**src/rtl/pattern_match_ctrl_if.sv**
```systemverilog
// Handshake and result bundle between a symbol source/controller and pattern_match_ctrl.
// The source drives run control and the symbol stream; the matcher reports status and results.
interface pattern_match_ctrl_if #(
    parameter int PAT_LEN = 4,
    parameter int CNT_W   = 4
);
    logic                   start;
    logic [2*PAT_LEN-1:0]   pattern;
    logic                   stop;
    logic                   in_valid;
    logic [1:0]             in_sym;
    logic                   in_ready;
    logic                   busy;
    logic                   found;
    logic [CNT_W-1:0]       match_cnt;
    logic                   done;

    modport master (
        output start, pattern, stop, in_valid, in_sym,
        input  in_ready, busy, found, match_cnt, done
    );

    modport slave (
        input  start, pattern, stop, in_valid, in_sym,
        output in_ready, busy, found, match_cnt, done
    );
endinterface

```
**src/rtl/pattern_match_ctrl.sv**
```systemverilog
// Streaming matcher: counts non-overlapping occurrences of a captured 2-bit symbol pattern
// in a valid/ready symbol stream, between a start and a stop.
module pattern_match_ctrl #(
    parameter int PAT_LEN = 4,
    parameter int CNT_W   = 4
) (
    input  logic                  clk,
    input  logic                  rst_n,
    pattern_match_ctrl_if.slave   bus
);

    localparam int                IDX_W    = (PAT_LEN > 1) ? $clog2(PAT_LEN) : 1;
    localparam logic [IDX_W-1:0]  LAST_IDX = IDX_W'(PAT_LEN - 1);
    localparam logic [CNT_W-1:0]  CNT_MAX  = '1;

    typedef enum logic [1:0] {
        IDLE = 2'd0,
        RUN  = 2'd1,
        DONE = 2'd2
    } state_t;

    state_t                 state_q, state_d;
    logic [IDX_W-1:0]       idx_q, idx_d;
    logic [2*PAT_LEN-1:0]   pat_q, pat_d;
    logic [CNT_W-1:0]       cnt_q, cnt_d;
    logic                   found_q, found_d;
    logic                   done_q, done_d;
    logic [1:0]             expected_sym;

    always_comb begin
        expected_sym = 2'b00;
        for (int i = 0; i < PAT_LEN; i++) begin
            if (idx_q == IDX_W'(i)) begin
                expected_sym = pat_q[2*i +: 2];
            end
        end
    end

    always_ff @(posedge clk or negedge rst_n) begin
        if (!rst_n) begin
            state_q <= IDLE;
            idx_q   <= '0;
            pat_q   <= '0;
            cnt_q   <= '0;
            found_q <= 1'b0;
            done_q  <= 1'b0;
        end else begin
            state_q <= state_d;
            idx_q   <= idx_d;
            pat_q   <= pat_d;
            cnt_q   <= cnt_d;
            found_q <= found_d;
            done_q  <= done_d;
        end
    end

    always_comb begin
        state_d = state_q;
        idx_d   = idx_q;
        pat_d   = pat_q;
        cnt_d   = cnt_q;
        found_d = 1'b0;
        done_d  = 1'b0;

        unique case (state_q)
            IDLE: begin
                if (bus.start) begin
                    pat_d   = bus.pattern;
                    idx_d   = '0;
                    cnt_d   = '0;
                    state_d = RUN;
                end
            end

            RUN: begin
                if (bus.in_valid) begin
                    if (bus.in_sym == expected_sym) begin
                        if (idx_q == LAST_IDX) begin
                            idx_d   = '0;
                            found_d = 1'b1;
                            if (cnt_q != CNT_MAX) begin
                                cnt_d = cnt_q + CNT_W'(1);
                            end
                        end else begin
                            idx_d = idx_q + IDX_W'(1);
                        end
                    // A broken partial match may still be the first symbol of a new one
                    end else if ((idx_q != '0) && (bus.in_sym == pat_q[1:0])) begin
                        idx_d = IDX_W'(1);
                    end else begin
                        idx_d = '0;
                    end
                end
                if (bus.stop) begin
                    state_d = DONE;
                    done_d  = 1'b1;
                end
            end

            DONE: begin
                state_d = IDLE;
            end

            default: begin
                state_d = IDLE;
            end
        endcase
    end

    assign bus.in_ready  = (state_q == RUN);
    assign bus.busy      = (state_q != IDLE);
    assign bus.found     = found_q;
    assign bus.done      = done_q;
    assign bus.match_cnt = cnt_q;

endmodule

```
**src/flat_wrapper.sv**
```systemverilog
// flat-port wrapper written by rule: the top's interface ports become plain ports
module pattern_match_ctrl_flat 
#(
    parameter int PAT_LEN = 4,
    parameter int CNT_W   = 4
)
  (clk, rst_n, bus_start, bus_pattern, bus_stop, bus_in_valid, bus_in_sym, bus_in_ready, bus_busy, bus_found, bus_match_cnt, bus_done);
  pattern_match_ctrl_if #(.PAT_LEN(PAT_LEN), .CNT_W(CNT_W)) bus_i ();
  input  logic clk;
  input  logic rst_n;
  input wire logic [$bits(bus_i.start)-1:0] bus_start;
  input wire logic [$bits(bus_i.pattern)-1:0] bus_pattern;
  input wire logic [$bits(bus_i.stop)-1:0] bus_stop;
  input wire logic [$bits(bus_i.in_valid)-1:0] bus_in_valid;
  input wire logic [$bits(bus_i.in_sym)-1:0] bus_in_sym;
  output wire logic [$bits(bus_i.in_ready)-1:0] bus_in_ready;
  output wire logic [$bits(bus_i.busy)-1:0] bus_busy;
  output wire logic [$bits(bus_i.found)-1:0] bus_found;
  output wire logic [$bits(bus_i.match_cnt)-1:0] bus_match_cnt;
  output wire logic [$bits(bus_i.done)-1:0] bus_done;
  assign bus_i.start = bus_start;
  assign bus_i.pattern = bus_pattern;
  assign bus_i.stop = bus_stop;
  assign bus_i.in_valid = bus_in_valid;
  assign bus_i.in_sym = bus_in_sym;
  assign bus_in_ready = bus_i.in_ready;
  assign bus_busy = bus_i.busy;
  assign bus_found = bus_i.found;
  assign bus_match_cnt = bus_i.match_cnt;
  assign bus_done = bus_i.done;
  pattern_match_ctrl #(.PAT_LEN(PAT_LEN), .CNT_W(CNT_W)) u_core (.clk(clk), .rst_n(rst_n), .bus(bus_i));
endmodule
```
**config.mk**
```make
export PLATFORM = sky130hd
export DESIGN_NAME = pattern_match_ctrl_flat
export DESIGN_NICKNAME = d
export VERILOG_FILES = /design/src/rtl/pattern_match_ctrl_if.sv /design/src/rtl/pattern_match_ctrl.sv /design/src/flat_wrapper.sv
export SDC_FILE = /design/constraint.sdc
export NUM_CORES = 1
export LEC_CHECK = 0
export ABC_CLOCK_PERIOD_IN_PS = 2500
export CORE_AREA = 2 2 53 55
export CTS_BUF_LIST = sky130_fd_sc_hd__clkbuf_4
export DETAILED_ROUTE_END_ITERATION = 6
export DIE_AREA = 0 0 55 57
export HOLD_SLACK_MARGIN = 0.06
export PLACE_DENSITY = 0.62
export SETUP_SLACK_MARGIN = 0.05
export SYNTH_ARGS = -nofsm -noshare
export SYNTH_HDL_FRONTEND = slang
export SYNTH_SLANG_ARGS = --single-unit
```
**constraint.sdc**
```tcl
create_clock -name clk -period 2.5 [get_ports clk]
set_clock_uncertainty 0.15 [all_clocks]
set_input_delay 0.5 -clock clk [delete_from_list [all_inputs] [get_ports clk]]
set_output_delay 0.5 -clock clk [all_outputs]
set_load 0.03 [all_outputs]
```
==> impl_metrics.tcl, run 1 <==
set metrics [dict create \
    drive_above_1_share 0.212 \
    rows 19 \
    grt_pass1_wl_um 3530 \
    cp_cell_sequence "or2_2, clkdlybuf4s50_1" \
    synth_warnings 0 \
    syn_to_final_growth_pct 33.5 \
    hold_path_class "input port to async pin" \
    cp_slowest_cell "clkdlybuf4s50_1" \
    path_class "register to primary output" \
    synth_top_area_cell "dfrtp_1" \
    post-route-cell-area_um2 1300 \
    pwr-share-clk 0.135 \
    startpoint_type "register" \
    setup.worst_path.end_class "primary output" \
    chipWidth_um 55 \
    antenna_cells 0 \
    r2r_end "u_core.bus.match_cnt[2]" \
    grt_pass1_vias 799 \
    internal_power_uw 677 \
    final.setup.tns_ns 0 \
    crit_fanout 7 \
    clk_latency_ns 0.29 \
    fin_crit_sh 0.927 \
    hold_viol_final 0 \
    cts_sinks 18 \
    wl_per_cell_um 13.3 \
    root_buffer "clkbuf_4" \
    yosysSeqAreaShare 0.462 \
    worstMarginPinSlew_ns 0.377 \
    syn_area_um2 975 \
    initial_utilization 0.373 \
    status "finished clean" \
    cap_violations 0 \
    routed_wirelength_um 1980 \
    die_h_um 57 \
    num_io_pins 23 \
    vias 772 \
    syn-instance-count 89 \
    portBuffers 22 \
    max_freq_mhz 432 \
    antenna_found_initial 0 \
    leakage_uw 0.000569 \
    syn_avg_cell_area_um2 11.0 \
    dr.pass1.iters 4 \
    r2r_cells 8 \
    max_slew_margin 0.749 \
    ys_types 33 \
    comb_power_share 0.455 \
    synth_edf_count 0 \
    irDropWorstVdd_mv 0.394 \
    drt_iter0_drc 4 \
    layout.cells.most_common "clkdlybuf4s50_1" \
    synth.area.top_cells "dfrtp_1 46%, mux2_2 9.2%, ha_1 6.4%, nand3_1 3.1%, a211oi_1 3.1%" \
    postRouteAntennaNets 0 \
    dieArea_um2 3140 \
    switchingPower_uw 413 \
    fin_nets 139 \
    path_delay_family "buffers and inverters" \
    grt_overflow_total 0 \
    ys.flop_type "dfrtp_1" \
    arrival_ns 1.67 \
    grt_max_degree 19 \
    via_per_inst 5.18 \
    final_cell_mix "22 x clkdlybuf4s50_1, 18 x dfrtp_1, 8 x mux2_2" \
    synthesis.nets 109 \
    dpl.hpwl_um 1500 \
    pwr-share-seq 0.410 \
    period_needed_ns 2.32 \
    setup_viol 0 \
    synth_seq_cells 18 \
    ctsHoldBuffers 0 \
    cts_made_buffers 3 \
    slowest_delay_ns 0.59 \
    powerDensity_nw_per_um2 837 \
    cp.buffers_inverters 1 \
    core_um2 2620 \
    async_flop_share 1.00 \
    holdWs_ns 0.370 \
    rsz0062_at_grt "no" \
    required_ns 1.85 \
    htreeDepth 1 \
    rrSetupSlack_ns 0.23 \
    grt.total_usage 0.155 \
    synth_top_cell_area_share 0.462 \
    drcViolationCount 0 \
    clk_pin_slew_ns 0.10 \
    slew_viol_final 0 \
    placed_area_um2 1240 \
    r2r_start "u_core.idx_q[0]" \
    gp_congestion 0.832 \
    sw_frac_of_total 0.379 \
    clk_path_buf_depth 2 \
    cts_tree "done" \
]
-- worst max-delay path by stage --
| stage | startpoint | end | slack, ns | cells after the start |
|---|---|---|---|---|
| after floorplan | u_core.idx_q[0] | u_core.bus.match_cnt[2] | 0.34 | 8 |
| after global routing | u_core.idx_q[0] | u_core.bus.match_cnt[2] | 0.03 | 8 |
| after global placement | u_core.idx_q[0] | u_core.bus.match_cnt[2] | 0.25 | 7 |
| final | u_core.state_q[0] | bus_busy | 0.18 | 2 |
| after CTS | u_core.idx_q[0] | u_core.bus.match_cnt[2] | 0.15 | 7 |
| after detailed placement | u_core.idx_q[0] | u_core.bus.match_cnt[2] | 0.19 | 7 |
-- final cells by class --
cell class | count | area [µm²]
multi-input combinational | 65 | 513
sequential | 18 | 450
fill | 259 | 1310
timing repair buffer | 27 | 258
inverter | 4 | 15.0
clock buffer | 3 | 22.5
tap | 31 | 38.8
clock inverter | 1 | 3.75
-- flip-flops by register name (all words and copies together), names as in the netlist --
register and flops:
u_core.bus.done 1, u_core.pat_q 8, u_core.state_q 2, u_core.bus.match_cnt 4
u_core.idx_q 2, u_core.bus.found 1
-- cell usage after synthesis (2+ instances only) --
library cell  instances
dfrtp_1              18
mux2_2                8
nand3_1               6
ha_1                  5
a211oi_1              4
a21o_1                4
inv_1                 4
nand2_1               4
nor2b_1               3
nor3_1                3
a21oi_1               2
and2_1                2
nand3b_1              2
nor3b_1               2
nor4_1                2
xnor2_1               2
xor2_1                2
-- worst register-to-register path: stages, from the launching register on --
cell and delay [ns]:
dfrtp_1 0.44, inv_1 0.10, ha_2 0.23, nor3b_1 0.29, a211oi_2 0.08, xnor2_1 0.23, nand3_1 0.14, a21o_1 0.22
a211o_1 0.29
-- logic make-up (layout without fill, tap and decap cells) --
kind of cell / Yosys count / count (layout) / share of synthesized area
and+or+nand+nor: 33 / 33 / 0.198
DFF: 18 / 18 / 0.462
AOI/OAI and AO/OA: 14 / 14 / 0.105
muxes: 9 / 9 / 0.103
buffers and inverters: 6 / 35 / 0.0321
adders and majority gates: 5 / 5 / 0.0642
xor gates and xnor gates: 4 / 4 / 0.0360
-- stage by stage --
stage	total power (µW)	utilization	cells	setup slack [ns]
after floorplan	769	-	89	0.335
after global placement	918	0.474	143	0.247
after detailed placement	926	0.474	143	0.186
after CTS	1080	0.484	147	0.150
after global routing	1170	0.498	149	0.0343
final	1090	0.498	149	0.183
-- repair_timing --
| item | CTS | global route |
|---|---|---|
| setup buffers | 0 | 2 |
| endpoints found under the setup margin | 0 | 3 |
| gates resized for setup | 0 | 5 |
-- per-layer routing --
| layer | wire length [µm] | global-route usage | part of all wire | vias up |
|---|---|---|---|---|
| met1 | 874 | 0.203 | 0.44 | 372 |
| met4 | 46 | 0.0732 | 0.023 | 0 |
| met3 | 65 | 0.0366 | 0.033 | 5 |
| li1 | - | - | - | 383 |
| met5 | 0 | 0 | 0 | - |
| met2 | 996 | 0.236 | 0.50 | 12 |
-- power groups by stage --
stage          Clock, µW  Combinational, µW  Sequential [µW]
6_report             147                496              447
5_1_grt              170                546              458
4_1_cts              156                481              443
3_5_place_dp           0                477              449
3_3_place_gp           0                470              448
2_1_floorplan          0                317              452
Power figures use the tool's default switching activity.
==> run 2, diff against run 1 <==
--- a/config.mk
+++ b/config.mk
@@ -13,6 +13,7 @@
 export HOLD_SLACK_MARGIN = 0.06
 export PLACE_DENSITY = 0.62
 export SETUP_SLACK_MARGIN = 0.05
+export SLEW_MARGIN = 10
 export SYNTH_ARGS = -nofsm -noshare
 export SYNTH_HDL_FRONTEND = slang
 export SYNTH_SLANG_ARGS = --single-unit
==> results of run 2 <==
Same layout as run 1: the final DEF is identical, and so are final timing and power.
==> run 3, diff against run 2 <==
--- a/config.mk
+++ b/config.mk
@@ -6,12 +6,12 @@
 export NUM_CORES = 1
 export LEC_CHECK = 0
 export ABC_CLOCK_PERIOD_IN_PS = 2500
-export CORE_AREA = 2 2 53 55
+export CORE_AREA = 2 2 48 50
 export CTS_BUF_LIST = sky130_fd_sc_hd__clkbuf_4
 export DETAILED_ROUTE_END_ITERATION = 6
-export DIE_AREA = 0 0 55 57
+export DIE_AREA = 0 0 50 52
 export HOLD_SLACK_MARGIN = 0.06
-export PLACE_DENSITY = 0.62
+export PLACE_DENSITY = 0.74
 export SETUP_SLACK_MARGIN = 0.05
 export SLEW_MARGIN = 10
 export SYNTH_ARGS = -nofsm -noshare
==> impl_metrics.tcl, run 3 (synthesized netlist as in run 1, its figures left out) <==
set metrics [dict create \
    status "finished clean" \
    path_delay_family "buffers and inverters" \
    grt_pass1_vias 760 \
    hold_path_class "input port to async pin" \
    portBuffers 22 \
    cts_tree "done" \
    max_freq_mhz 432 \
    crit_start "u_core.state_q[0]" \
    htreeDepth 1 \
    rsz0062_at_grt "no" \
    path_class "register to primary output" \
    largest_register_ffs 8 \
    grt_max_degree 19 \
    grt.total_usage 0.173 \
    initial_utilization 0.463 \
    r2r_start "u_core.idx_q[0]" \
    drcViolationCount 0 \
    clk_path_buf_depth 2 \
    slew_viol_final 0 \
    chipWidth_um 50 \
    syn_to_final_growth_pct 32.3 \
    irDropWorstVdd_mv 0.573 \
    period_needed_ns 2.32 \
    wl_per_cell_um 13.8 \
    rows 17 \
    dpl.hpwl_um 1470 \
    dr.pass1.iters 4 \
    layout.cells.most_common "clkdlybuf4s50_1" \
    top_register "u_core.pat_q" \
    crit_fanout 7 \
    leakage_uw 0.000565 \
    post-route-cell-area_um2 1290 \
    final_cell_mix "22 x clkdlybuf4s50_1, 18 x dfrtp_1, 8 x mux2_2" \
    hold_viol_final 0 \
    drive_above_1_share 0.207 \
    drt_iter0_drc 22 \
    worstMarginPinSlew_ns 0.416 \
    arrival_ns 1.67 \
    vias 782 \
    cts_sinks 18 \
    root_buffer "clkbuf_4" \
    worstSetupPathDepth 2 \
    fin_nets 137 \
    max_slew_margin 0.722 \
    antenna_found_initial 0 \
    die_h_um 52 \
    clk_latency_ns 0.29 \
    r2r_cells 8 \
    cp.buffers_inverters 1 \
    via_per_inst 5.43 \
    cap_violations 0 \
    fin_crit_sh 0.926 \
    powerDensity_nw_per_um2 855 \
    slowest_delay_ns 0.59 \
    final.setup.tns_ns 0 \
    setup.worst_path.end_class "primary output" \
    core_um2 2110 \
    gp_congestion 0.775 \
    grt_overflow_total 0 \
    postRouteAntennaNets 0 \
    cp_slowest_cell "clkdlybuf4s50_1" \
    antenna_cells 0 \
    setup_viol 0 \
    cts_made_buffers 3 \
    placed_area_um2 1240 \
    grt_pass1_wl_um 3380 \
    routed_wirelength_um 1990 \
    cts_setup_buffers 0 \
    dieArea_um2 2600 \
    startpoint_type "register" \
    fin_util 0.613 \
    cp_cell_sequence "or2_2, clkdlybuf4s50_1" \
    required_ns 1.85 \
    num_io_pins 23 \
    clk_pin_slew_ns 0.10 \
]
run 3: timing repair:
item | 4_1_cts | 5_1_grt
hold buffers | 0 | 0
setup endpoints to repair | 0 | 3
gates resized for setup | 0 | 6
run 3: stage by stage:
stage	hold WS, ns	instances	power (µW)	setup slack (ns)
floorplan	0.0544	89	769	0.335
global placement	0.348	140	912	0.260
detailed placement	0.350	140	926	0.208
CTS	0.368	144	1080	0.180
global route	0.399	144	1190	0.0356
finish	0.365	144	1100	0.185
run 3: final cells by class:
type / count / area [µm²]
inverters: 4 / 15.0
repair buffers: 25 / 243
well taps: 28 / 35.0
clock inverters: 1 / 3.75
fillers: 177 / 816
clock buffers: 3 / 22.5
flip-flops and latches: 18 / 450
multi-input cells: 65 / 520
run 3: power by group:
part	switching, µW	leakage, µW	internal (µW)	total [µW]
clock	89.9	0.0000154	58.2	148
combinational	255	0.000322	250	505
sequential	77.1	0.000228	373	450
total	422	0.000565	681	1100
run 3: path summary, 6_finish.rpt:
path                                            to  slack (ns)
max                                       bus_busy        0.18
min                                u_core.pat_q[5]        0.37
max reg2reg                        u_core.idx_q[0]        0.21
min reg2reg                        u_core.pat_q[6]        0.37
max in group asynchronous  u_core.bus.match_cnt[2]        1.65
min in group clk                   u_core.pat_q[6]        0.37
run 3: per-layer routing:
metal  vias up  routed length (µm)  track usage  share of wire
met4         0                  32       0.0833          0.016
met1       374                 876        0.223           0.44
met3         5                  93       0.0172          0.047
met2        22                 982        0.289           0.49
li1        381                   -            -              -
met5         -                   0            0              0
